==> src/rtl/mem_pkg.sv <==
// Shared definitions for the MEM-stage data access block.
// Holds the request FSM encoding and the access-size codes used on the data bus.
// Size helper maps the reserved size code 3 onto a full word access.
package mem_pkg;

  typedef enum logic [2:0] {
    IDLE   = 3'd0,
    REQ    = 3'd1,
    WAIT   = 3'd2,
    DONE   = 3'd3,
    CANCEL = 3'd4
  } state_t;

  localparam logic [1:0] SZ_BYTE = 2'd0;
  localparam logic [1:0] SZ_HALF = 2'd1;
  localparam logic [1:0] SZ_WORD = 2'd2;

  // Size code 3 has no bus meaning; treat it as a word access.
  function automatic logic [1:0] norm_size(input logic [1:0] num);
    return (num == 2'd3) ? SZ_WORD : num;
  endfunction

endpackage

==> src/rtl/mem_lane_align.sv <==
// Byte-lane steering for the data bus: store strobes/replicated data and load extract/extend.
// Purely combinational, zero latency.
// No flow control of its own; the parent FSM decides when the outputs are used.
module mem_lane_align
  import mem_pkg::*;
(
  input  logic [1:0]  st_addr_lo_i,
  input  logic [1:0]  st_size_i,
  input  logic [31:0] st_data_i,
  output logic [3:0]  st_wstrb_o,
  output logic [31:0] st_wdata_o,
  input  logic [1:0]  ld_addr_lo_i,
  input  logic [1:0]  ld_size_i,
  input  logic        ld_sext_i,
  input  logic [31:0] ld_rdata_i,
  output logic [31:0] ld_data_o
);

  logic [31:0] ld_shift;

  // Store side: enable the addressed lanes and replicate the low bytes across all lanes.
  always_comb begin
    st_wstrb_o = 4'b1111;
    st_wdata_o = st_data_i;
    case (st_size_i)
      SZ_BYTE: begin
        st_wstrb_o = 4'b0001 << st_addr_lo_i;
        st_wdata_o = {4{st_data_i[7:0]}};
      end
      SZ_HALF: begin
        st_wstrb_o = st_addr_lo_i[1] ? 4'b1100 : 4'b0011;
        st_wdata_o = {2{st_data_i[15:0]}};
      end
      default: ;
    endcase
  end

  // Load side: move the addressed lane down to bit 0, then sign- or zero-extend.
  always_comb begin
    ld_shift = ld_rdata_i >> {ld_addr_lo_i, 3'b000};
    case (ld_size_i)
      SZ_BYTE: ld_data_o = {{24{ld_sext_i & ld_shift[7]}}, ld_shift[7:0]};
      SZ_HALF: ld_data_o = {{16{ld_sext_i & ld_shift[15]}}, ld_shift[15:0]};
      default: ld_data_o = ld_shift;
    endcase
  end

endmodule

==> src/rtl/mem_data_access.sv <==
// MEM-stage data access: turns the held EX->MEM fields into one SRAM-like request and a WB result.
// Non-memory ops complete in the same cycle; loads/stores take >= 3 cycles (accept, addr_ok, data_ok).
// Holds the EX->MEM register via mem_ready_go while a request is open or WB stalls; flush cancels.
module mem_data_access
  import mem_pkg::*;
#(
  parameter int ADDR_W = 32,
  parameter int DATA_W = 32
) (
  input  logic              clk,
  input  logic              rst,
  input  logic              flush,
  input  logic              in_valid,
  input  logic              in_dram_re,
  input  logic              in_dram_we,
  input  logic              in_has_ex,
  input  logic [ADDR_W-1:0] in_addr,
  input  logic [DATA_W-1:0] in_wdata,
  input  logic [1:0]        in_rd_num,
  input  logic              in_rd_sext,
  input  logic [1:0]        in_wr_num,
  input  logic [DATA_W-1:0] in_alu_result,
  input  logic              wb_allowin,
  output logic              mem_ready_go,
  output logic              data_req,
  output logic              data_wr,
  output logic [1:0]        data_size,
  output logic [3:0]        data_wstrb,
  output logic [ADDR_W-1:0] data_addr,
  output logic [DATA_W-1:0] data_wdata,
  input  logic              data_addr_ok,
  input  logic              data_data_ok,
  input  logic [DATA_W-1:0] data_rdata,
  output logic              out_valid,
  output logic [DATA_W-1:0] out_result
);

  state_t            state_q;
  logic              req_q;
  logic              wr_q;
  logic [1:0]        size_q;
  logic [3:0]        wstrb_q;
  logic [ADDR_W-1:0] addr_q;
  logic [DATA_W-1:0] wdata_q;
  logic              sext_q;
  logic [DATA_W-1:0] result_q;

  logic              mem_op;
  logic [1:0]        st_size;
  logic [3:0]        st_wstrb;
  logic [DATA_W-1:0] st_wdata;
  logic [DATA_W-1:0] ld_data;

  assign mem_op  = in_valid & (in_dram_re | in_dram_we) & ~in_has_ex;
  assign st_size = norm_size(in_wr_num);

  mem_lane_align u_align (
    .st_addr_lo_i (in_addr[1:0]),
    .st_size_i    (st_size),
    .st_data_i    (in_wdata),
    .st_wstrb_o   (st_wstrb),
    .st_wdata_o   (st_wdata),
    .ld_addr_lo_i (addr_q[1:0]),
    .ld_size_i    (size_q),
    .ld_sext_i    (sext_q),
    .ld_rdata_i   (data_rdata),
    .ld_data_o    (ld_data)
  );

  // Request FSM: one outstanding access, with a CANCEL state to swallow a flushed response.
  always_ff @(posedge clk) begin
    if (rst) begin
      state_q  <= IDLE;
      req_q    <= 1'b0;
      wr_q     <= 1'b0;
      size_q   <= 2'd0;
      wstrb_q  <= 4'd0;
      addr_q   <= '0;
      wdata_q  <= '0;
      sext_q   <= 1'b0;
      result_q <= '0;
    end else begin
      case (state_q)
        IDLE: begin
          if (mem_op && !flush) begin
            state_q <= REQ;
            req_q   <= 1'b1;
            wr_q    <= in_dram_we;
            size_q  <= in_dram_we ? st_size : norm_size(in_rd_num);
            wstrb_q <= in_dram_we ? st_wstrb : 4'd0;
            addr_q  <= in_addr;
            wdata_q <= st_wdata;
            sext_q  <= in_rd_sext;
          end
        end
        REQ: begin
          // An unaccepted request can simply be withdrawn; an accepted one must be drained.
          if (data_addr_ok) begin
            req_q   <= 1'b0;
            state_q <= flush ? CANCEL : WAIT;
          end else if (flush) begin
            req_q   <= 1'b0;
            state_q <= IDLE;
          end
        end
        WAIT: begin
          if (data_data_ok) begin
            if (flush) begin
              state_q <= IDLE;
            end else begin
              state_q  <= DONE;
              result_q <= wr_q ? in_alu_result : ld_data;
            end
          end else if (flush) begin
            state_q <= CANCEL;
          end
        end
        DONE: begin
          if (flush || wb_allowin) state_q <= IDLE;
        end
        CANCEL: begin
          if (data_data_ok) state_q <= IDLE;
        end
        default: state_q <= IDLE;
      endcase
    end
  end

  // Handshake back to EX->MEM and result toward WB; flush always squashes out_valid.
  always_comb begin
    mem_ready_go = 1'b0;
    out_valid    = 1'b0;
    out_result   = result_q;
    case (state_q)
      IDLE: begin
        if (!in_valid) begin
          mem_ready_go = 1'b1;
        end else if (!mem_op) begin
          out_valid    = 1'b1;
          out_result   = in_alu_result;
          mem_ready_go = wb_allowin;
        end else begin
          // A flushed memory op is dead; let the register drop it.
          mem_ready_go = flush;
        end
      end
      DONE: begin
        out_valid    = 1'b1;
        mem_ready_go = wb_allowin;
      end
      default: ;
    endcase
    if (flush) out_valid = 1'b0;
  end

  assign data_req   = req_q;
  assign data_wr    = wr_q;
  assign data_size  = size_q;
  assign data_wstrb = wstrb_q;
  assign data_addr  = addr_q;
  assign data_wdata = wdata_q;

endmodule

==> config.mk <==
export PLATFORM = sky130hd
export DESIGN_NAME = mem_data_access
export DESIGN_NICKNAME = d
export VERILOG_FILES = /design/src/rtl/mem_pkg.sv /design/src/rtl/mem_lane_align.sv /design/src/rtl/mem_data_access.sv
export SDC_FILE = /design/constraint.sdc
export NUM_CORES = 1
export LEC_CHECK = 0
export ABC_AREA = 1
export BUFFER_PORTS_ARGS = -buffer_cell sky130_fd_sc_hd__buf_2
export CAP_MARGIN = 20
export CORE_MARGIN = 1
export CORE_UTILIZATION = 46
export CTS_CLUSTER_SIZE = 12
export DETAILED_ROUTE_END_ITERATION = 8
export PLACE_DENSITY_LB_ADDON = 0.15
export SLEW_MARGIN = 20
export SYNTH_ARGS = -nofsm -noshare
export SYNTH_HDL_FRONTEND = slang
export SYNTH_SLANG_ARGS = --single-unit
==> constraint.sdc <==
create_clock -name clk -period 2.65 [get_ports clk]
set_input_delay 0.1325 -clock clk [delete_from_list [all_inputs] [get_ports clk]]
set_output_delay 0.1325 -clock clk [all_outputs]
set_load 0.01 [all_outputs]
==> impl_metrics.prom, run 1 <==
# TYPE chip_impl_metric gauge
chip_impl_info{name="run_status",value="finished, final reports clean"} 1
chip_impl_metric{name="setup_viol_count_final",unit=""} 0
chip_impl_metric{name="yosysWarnings",unit=""} 0
chip_impl_metric{name="antennaDiodeCount",unit=""} 0
chip_impl_metric{name="clock_path_buffers",unit=""} 2
chip_impl_info{name="layout.cells.most_common_list",value="248 x sky130_fd_sc_hd__buf_2, 164 x sky130_fd_sc_hd__nand2_1, 131 x sky130_fd_sc_hd__o21ai_0, 117 x sky130_fd_sc_hd__nor2_1, 108 x sky130_fd_sc_hd__dfxtp_1"} 1
chip_impl_metric{name="relative_contribution_of_sequential_cells_to_total_power",unit=""} 0.412
chip_impl_metric{name="hold_path_cells",unit=""} 3
chip_impl_info{name="path_delay_family",value="simple AND/OR/NAND/NOR gates"} 1
chip_impl_metric{name="num_vias",unit=""} 6219
chip_impl_metric{name="yosys.cell_types.count",unit=""} 28
chip_impl_metric{name="post_cts.repair.setup_buffers",unit=""} 0
chip_impl_metric{name="timing.fmax",unit="GHz"} 0.408
chip_impl_info{name="hold_class",value="primary input to flop"} 1
chip_impl_metric{name="number_of_antenna_violations_at_the_first_check_in_global_routing",unit=""} 1
chip_impl_metric{name="pwr-share-clk",unit=""} 0.281
chip_impl_metric{name="synth.avg_cell_area",unit="um2"} 6.65
chip_impl_metric{name="layout-area-overhead-vs-synth",unit="%"} 25.5
chip_impl_metric{name="routed_wl_per_cell",unit="um"} 13.7
chip_impl_info{name="critPathLaunch",value="state_q[2]"} 1
chip_impl_metric{name="grt_start_max_net_pins",unit=""} 81
chip_impl_metric{name="p_int",unit="mW"} 2.93
chip_impl_metric{name="relSlewSlack",unit=""} 0.384
chip_impl_metric{name="remaining_drc_errors",unit=""} 0
chip_impl_metric{name="timing.setup.tns",unit="ns"} 0
chip_impl_metric{name="cts_repair_resize_count",unit=""} 0
chip_impl_metric{name="fin_crit",unit="ns"} 2.45
chip_impl_metric{name="placeableCoreArea",unit="um2"} 12000
chip_impl_info{name="holdCritStartpoint",value="in_addr[24]"} 1
chip_impl_metric{name="via_to_cell_ratio",unit=""} 5.15
chip_impl_metric{name="netSwitchingPower",unit="mW"} 1.52
chip_impl_info{name="timing.critical_path.from_type",value="flop"} 1
chip_impl_metric{name="dp_hpwl",unit="mm"} 11.9
chip_impl_metric{name="gr-total-overflow",unit=""} 0
chip_impl_metric{name="critPathMaxStageDelay",unit="ns"} 0.47
chip_impl_metric{name="area_fraction_of_the_dominant_cell_type_after_synthesis",unit=""} 0.383
chip_impl_info{name="synthFlopType",value="sky130_fd_sc_hd__dfxtp_1"} 1
chip_impl_metric{name="crit_fanout",unit=""} 32
chip_impl_metric{name="design.die.area",unit="um2"} 12700
chip_impl_info{name="crit_slowest_cell",value="sky130_fd_sc_hd__nand3_2"} 1
chip_impl_metric{name="power_per_cell_area",unit="nW/um2"} 628
chip_impl_info{name="netlist_top_cells_area",value="sky130_fd_sc_hd__dfxtp_1 38%, sky130_fd_sc_hd__o21ai_0 12%, sky130_fd_sc_hd__nand2_1 11%, sky130_fd_sc_hd__a21oi_1 8.1%, sky130_fd_sc_hd__nor2_1 7.8%"} 1
chip_impl_metric{name="grt_usage",unit=""} 0.262
chip_impl_metric{name="die_h",unit="um"} 113
chip_impl_info{name="rsz0062_at_grt",value="no"} 1
chip_impl_metric{name="timing_worst_slew_pin_value",unit="ns"} 0.920
chip_impl_metric{name="dieWidth",unit="um"} 113
chip_impl_metric{name="cts.clk_slew.worst_paths",unit="ns"} 0.07
chip_impl_metric{name="max-vdd-ir-drop",unit="uV"} 411
chip_impl_info{name="endpoint_kind",value="primary output"} 1
chip_impl_metric{name="power",unit="mW"} 4.45
chip_impl_metric{name="critPathRequiredTime",unit="ns"} 2.52
chip_impl_metric{name="worst_r2r_path_depth",unit=""} 5
chip_impl_metric{name="cp_num_buf_inv",unit=""} 2
chip_impl_metric{name="ant_nets",unit=""} 0
chip_impl_metric{name="ys_seq_area_frac",unit=""} 0.383
chip_impl_info{name="cts_tree",value="done"} 1
chip_impl_metric{name="syn-cell-area",unit="um2"} 5650
chip_impl_metric{name="layout-drive-gt1-share",unit=""} 0.274
chip_impl_info{name="cells_along_the_critical_path",value="nor3_4 -> nand3_2 -> buf_12 -> mux2_4 -> buf_2"} 1
chip_impl_metric{name="timing.critical_path.depth",unit=""} 5
chip_impl_metric{name="port-buffer-count",unit=""} 248
chip_impl_metric{name="grt_first_pass_wirelength",unit="mm"} 26.7
chip_impl_info{name="clockRootBuffer",value="sky130_fd_sc_hd__clkbuf_16"} 1
chip_impl_metric{name="fin_nets",unit=""} 1198
chip_impl_metric{name="cts-buffers-inserted",unit=""} 9
chip_impl_metric{name="finClkSkew",unit="ns"} 0.00742
chip_impl_info{name="criticalPathCategory",value="flop to primary output"} 1
chip_impl_metric{name="drtIter0Drc",unit=""} 519
chip_impl_metric{name="worst_skew_pair.late_latency",unit="ns"} 0.35
chip_impl_metric{name="pwr-share-comb",unit=""} 0.307
chip_impl_metric{name="max-cap-violations",unit=""} 0
chip_impl_metric{name="synth_edf_count",unit=""} 0
chip_impl_metric{name="data_arrival_time_at_the_worst_slack_endpoint",unit="ns"} 2.32
chip_impl_metric{name="switching_share",unit=""} 0.341
chip_impl_metric{name="via_count_of_the_first_global_routing_pass",unit=""} 5545
chip_impl_info{name="most_frequent_standard_cell_in_the_layout_excluding_fill_and_tap_cells",value="sky130_fd_sc_hd__buf_2"} 1
chip_impl_metric{name="post_route_clock_period_utilization",unit=""} 0.925
chip_impl_metric{name="clkSinkCount",unit=""} 108
chip_impl_metric{name="routed_wirelength",unit="mm"} 16.5
chip_impl_metric{name="drt_pre_antenna_iters",unit=""} 5
chip_impl_metric{name="core.rowCount",unit=""} 40
chip_impl_metric{name="initial_core_util",unit=""} 0.470
chip_impl_metric{name="timing.final.max_slew_violations",unit=""} 0
chip_impl_metric{name="hold_viol_final",unit=""} 0
chip_impl_metric{name="finalWeightedCongestion",unit=""} 0.915
chip_impl_metric{name="syn-num-nets",unit=""} 992
chip_impl_metric{name="ys_seq_elements",unit=""} 108
chip_impl_metric{name="cts_hold_buf",unit=""} 0
chip_impl_info{name="rr_startpoint",value="state_q[1]"} 1
chip_impl_metric{name="power_leakage",unit="nW"} 3.62
chip_impl_metric{name="syn_inst",unit=""} 849
chip_impl_metric{name="num_io_pins",unit=""} 249
chip_impl_info{name="yosys.area.top_type",value="sky130_fd_sc_hd__dfxtp_1"} 1
chip_impl_metric{name="synth_async_sr_flop_share",unit=""} 0
chip_impl_metric{name="cts_max_level",unit=""} 3
[cells by family after synthesis]
| kind of cell | count (synthesis) | share of synthesized area |
|---|---|---|
| AO/OA/AOI/OAI | 270 | 0.249 |
| buffers and inverters | 129 | 0.106 |
| multiplexers | 8 | 0.0213 |
| flip-flops | 108 | 0.383 |
| AND/OR/NAND/NOR | 334 | 0.241 |
[cell type report]
| class | count | area, um2 |
|---|---|---|
| repair buffers | 257 | 1320 |
| inverters | 67 | 256 |
| clock buffers | 11 | 233 |
| multi-input cells | 612 | 2900 |
| clock inverters | 5 | 36.3 |
| fillers | 1254 | 4920 |
| well taps | 147 | 184 |
| flip-flops and latches | 108 | 2160 |
[power by group through the flow]
stage | sequential (mW) | clock (mW) | combinational (mW)
after global placement | 1.87 | 0 | 1.36
after global routing | 1.85 | 1.36 | 1.53
after CTS | 1.83 | 1.28 | 1.37
after detailed placement | 1.87 | 0 | 1.37
final | 1.83 | 1.25 | 1.37
after floorplan | 1.91 | 0 | 0.887
[worst reg2reg max path, cell delays in order, from the launching register on]
cell and delay [ns]:
sky130_fd_sc_hd__dfxtp_1 0.46, sky130_fd_sc_hd__nand3_1 0.20, sky130_fd_sc_hd__nor3_4 0.20, sky130_fd_sc_hd__buf_4 0.49, sky130_fd_sc_hd__o21ai_0 0.22, sky130_fd_sc_hd__a21oi_1 0.20
[layer usage]
metal / part of all wire / track usage
met5: 0 / 0
met4: 0.027 / 0.112
met3: 0.068 / 0.0536
met2: 0.47 / 0.437
met1: 0.43 / 0.329
[path summary, 6_finish.rpt]
check / slack [ns] / end
worst max-delay path: 0.20 / out_result[2]
worst min-delay path: 0.03 / data_addr[24]
worst max register to register: 0.81 / result_q[24]
worst min register to register: 0.46 / data_req
[Yosys cell counts, drive strengths merged (8+ instances only)]
master / number
inv: 66
o21ai: 151
dfxtp: 108
a21oi: 91
o211ai: 14
mux2: 8
nand3: 45
clkbuf: 29
nand2: 166
nor2: 117
a31oi: 12
buf: 33
[stage by stage]
stage	setup WS, ns	area, um2	util	std cells	hold slack [ns]
after CTS	0.186	7090	0.590	1207	0.0199
after global placement	0.620	6820	0.568	1191	0.382
after global routing	0.0242	7090	0.590	1207	0.0351
final	0.199	7090	0.590	1207	0.0297
after detailed placement	0.578	6820	0.568	1191	0.387
after floorplan	1.25	5650	-	849	0.276
[flip-flops by register name, summed over array words and instances, names as in the netlist]
register / flops
data_addr: 32
data_req: 1
data_size: 2
data_wdata: 32
data_wr: 1
data_wstrb: 4
result_q: 32
sext_q: 1
state_q: 3
Power figures use the tool's default switching activity.
==> run 2, diff against run 1 <==
--- a/config.mk
+++ b/config.mk
@@ -9,7 +9,7 @@
 export BUFFER_PORTS_ARGS = -buffer_cell sky130_fd_sc_hd__buf_2
 export CAP_MARGIN = 20
 export CORE_MARGIN = 1
-export CORE_UTILIZATION = 46
+export CORE_UTILIZATION = 43
 export CTS_CLUSTER_SIZE = 12
 export DETAILED_ROUTE_END_ITERATION = 8
 export PLACE_DENSITY_LB_ADDON = 0.15
==> constraint.sdc (replaced) <==
create_clock -name clk -period 2.1 [get_ports clk]
set_input_delay 0.105 -clock clk [delete_from_list [all_inputs] [get_ports clk]]
set_output_delay 0.105 -clock clk [all_outputs]
set_load 0.01 [all_outputs]
==> run 2 against run 1 <==
Compared with the run above: clock-buffer cell count decreased by 2; global-route usage decreased by 1.3 points; register-to-register slack got worse by 0.44 ns; first-iteration DRC count increased by 0.19%; clock power increased by 48%; design area increased by 4.8%; non-clock buffer count increased by 23; critical path depth unchanged; worst hold slack got worse by 0.022 ns; sequential power increased by 26%; die area increased by 6.9%; via count increased by 1.5%.
==> impl_metrics.prom, run 2 (synthesis results as in run 1) <==
# TYPE chip_impl_metric gauge
chip_impl_metric{name="antennaDiodeCount",unit=""} 0
chip_impl_metric{name="max-cap-violations",unit=""} 0
chip_impl_metric{name="cts_max_level",unit=""} 3
chip_impl_info{name="crit_slowest_cell",value="sky130_fd_sc_hd__dfxtp_1"} 1
chip_impl_info{name="hold_class",value="primary input to flop"} 1
chip_impl_metric{name="via_count_of_the_first_global_routing_pass",unit=""} 5505
chip_impl_metric{name="number_of_fill_cells_in_the_layout",unit=""} 1345
chip_impl_metric{name="die_h",unit="um"} 117
chip_impl_metric{name="drtIter0Drc",unit=""} 520
chip_impl_info{name="rr_startpoint",value="data_addr[0]"} 1
chip_impl_info{name="endpoint_kind",value="primary output"} 1
chip_impl_metric{name="ant_nets",unit=""} 0
chip_impl_metric{name="clkSinkCount",unit=""} 108
chip_impl_metric{name="grt_start_max_net_pins",unit=""} 65
chip_impl_info{name="cts_tree",value="done"} 1
chip_impl_info{name="layout.cells.most_common_list",value="248 x sky130_fd_sc_hd__buf_2, 164 x sky130_fd_sc_hd__nand2_1, 131 x sky130_fd_sc_hd__o21ai_0, 117 x sky130_fd_sc_hd__nor2_1, 108 x sky130_fd_sc_hd__dfxtp_1"} 1
chip_impl_info{name="path_delay_family",value="simple AND/OR/NAND/NOR gates"} 1
chip_impl_metric{name="post_route_clock_period_utilization",unit=""} 0.939
chip_impl_metric{name="num_io_pins",unit=""} 249
chip_impl_metric{name="power_per_cell_area",unit="nW/um2"} 801
chip_impl_info{name="clockRootBuffer",value="sky130_fd_sc_hd__clkbuf_16"} 1
chip_impl_metric{name="routed_wirelength",unit="mm"} 17.3
chip_impl_metric{name="timing.critical_path.depth",unit=""} 5
chip_impl_metric{name="relSlewSlack",unit=""} 0.663
chip_impl_metric{name="timing.fmax",unit="GHz"} 0.507
chip_impl_metric{name="layout-area-overhead-vs-synth",unit="%"} 31.5
chip_impl_metric{name="clock_path_buffers",unit=""} 2
chip_impl_metric{name="port-buffer-count",unit=""} 248
chip_impl_metric{name="finalWeightedCongestion",unit=""} 0.911
chip_impl_info{name="run_status",value="finished, final reports clean"} 1
chip_impl_metric{name="placeableCoreArea",unit="um2"} 12700
chip_impl_metric{name="number_of_antenna_violations_at_the_first_check_in_global_routing",unit=""} 0
chip_impl_metric{name="fin_crit",unit="ns"} 1.97
chip_impl_metric{name="finClkSkew",unit="ns"} 0.00542
chip_impl_metric{name="pre_cts_ws",unit="ns"} 0.387
chip_impl_info{name="holdCritStartpoint",value="in_addr[27]"} 1
chip_impl_metric{name="setup_viol_count_final",unit=""} 0
chip_impl_metric{name="remaining_drc_errors",unit=""} 0
chip_impl_metric{name="grt_usage",unit=""} 0.249
chip_impl_metric{name="critPathMaxStageDelay",unit="ns"} 0.37
chip_impl_metric{name="hold_viol_final",unit=""} 0
chip_impl_metric{name="crit_fanout",unit=""} 57
chip_impl_metric{name="hold_slack",unit="ns"} 0.00758
chip_impl_info{name="cells_along_the_critical_path",value="nor3_4 -> nand3_2 -> buf_12 -> mux2_4 -> buf_2"} 1
chip_impl_metric{name="timing.final.max_slew_violations",unit=""} 0
chip_impl_metric{name="layout-drive-gt1-share",unit=""} 0.274
chip_impl_metric{name="reg2reg_slack",unit="ns"} 0.37
chip_impl_metric{name="timing.setup.tns",unit="ns"} 0
chip_impl_info{name="rsz0062_at_grt",value="no"} 1
chip_impl_metric{name="data_arrival_time_at_the_worst_slack_endpoint",unit="ns"} 1.87
chip_impl_metric{name="power_leakage",unit="nW"} 3.75
chip_impl_metric{name="cp_num_buf_inv",unit=""} 2
chip_impl_metric{name="core.rowCount",unit=""} 41
chip_impl_metric{name="grt_first_pass_wirelength",unit="mm"} 26.3
chip_impl_metric{name="post-place-cells",unit=""} 1221
chip_impl_metric{name="cts-buffers-inserted",unit=""} 9
chip_impl_info{name="criticalPathCategory",value="flop to primary output"} 1
chip_impl_metric{name="post_cts.repair.setup_buffers",unit=""} 0
chip_impl_metric{name="postPlaceCellArea",unit="um2"} 6930
chip_impl_metric{name="via_to_cell_ratio",unit=""} 5.03
chip_impl_metric{name="postLayoutSetupSlackWorst",unit="ns"} 0.129
chip_impl_metric{name="drt_pre_antenna_iters",unit=""} 5
chip_impl_metric{name="fin_nets",unit=""} 1221
chip_impl_metric{name="timing_worst_slew_pin_value",unit="ns"} 0.504
chip_impl_metric{name="initial_core_util",unit=""} 0.444
chip_impl_info{name="timing.critical_path.from_type",value="flop"} 1
chip_impl_metric{name="dieWidth",unit="um"} 117
chip_impl_metric{name="power",unit="mW"} 5.95
chip_impl_metric{name="gr-total-overflow",unit=""} 0
chip_impl_metric{name="final_area",unit="um2"} 7430
chip_impl_metric{name="dp_hpwl",unit="mm"} 12.3
chip_impl_metric{name="hold_path_cells",unit=""} 3
chip_impl_metric{name="layoutNonFillerInstCount",unit=""} 1255
chip_impl_metric{name="worst_skew_pair.late_latency",unit="ns"} 0.35
chip_impl_metric{name="cts.clk_slew.worst_paths",unit="ns"} 0.07
chip_impl_metric{name="critPathRequiredTime",unit="ns"} 2.00
chip_impl_metric{name="max-vdd-ir-drop",unit="uV"} 534
chip_impl_metric{name="layout.core_utilization",unit=""} 0.584
chip_impl_metric{name="num_vias",unit=""} 6315
chip_impl_info{name="most_frequent_standard_cell_in_the_layout_excluding_fill_and_tap_cells",value="sky130_fd_sc_hd__buf_2"} 1
chip_impl_metric{name="worst_r2r_path_depth",unit=""} 9
chip_impl_metric{name="design.die.area",unit="um2"} 13600
chip_impl_info{name="critPathLaunch",value="state_q[2]"} 1
chip_impl_metric{name="routed_wl_per_cell",unit="um"} 13.8
-- run 2: worst register-to-register path, cell delays in order (launching register included) --
cell and delay, ns:
sky130_fd_sc_hd__dfxtp_1 0.37, sky130_fd_sc_hd__buf_4 0.29, sky130_fd_sc_hd__nand2_1 0.12, sky130_fd_sc_hd__nand3_1 0.13
sky130_fd_sc_hd__nand3_2 0.26, sky130_fd_sc_hd__nand2_1 0.16, sky130_fd_sc_hd__inv_2 0.10, sky130_fd_sc_hd__nand2_1 0.07
sky130_fd_sc_hd__nand2_1 0.05, sky130_fd_sc_hd__a21oi_1 0.12
-- run 2: final timing paths --
| kind | end |
|---|---|
| hold reg to reg | data_req |
| setup reg to reg | result_q[9] |
| setup / recovery | out_result[3] |
| hold / removal | data_addr[27] |
-- run 2: repair_timing --
item                      in CTS  in global routing
hold endpoints to repair      18                  0
hold buffers                  18                  0
resized for setup              0                  0
-- run 2: report_power, final --
part           total, mW  leakage (nW)  internal (mW)  switching, mW
sequential          2.31         0.875           2.21          0.108
combinational       1.78          2.72          0.722           1.06
clock               1.85         0.152           1.05          0.802
-- run 2: per-layer routing --
layer | up-vias | wire length [um] | global-route usage
met3 | 27 | 1330 | 0.0581
met5 | - | 0 | 0
li1 | 3260 | - | -
met4 | 0 | 390 | 0.105
met1 | 2792 | 7410 | 0.300
met2 | 236 | 8170 | 0.426
-- run 2: area by class of cell --
class / instances / area, um2 / area share
repair buffers: 280 / 1580 / 0.212
well taps: 172 / 215 / 0.0290
multi-input cells: 612 / 2900 / 0.390
inverters: 67 / 256 / 0.0345
flip-flops and latches: 108 / 2160 / 0.291
clock inverters: 7 / 97.6 / 0.0131
clock buffers: 9 / 225 / 0.0303
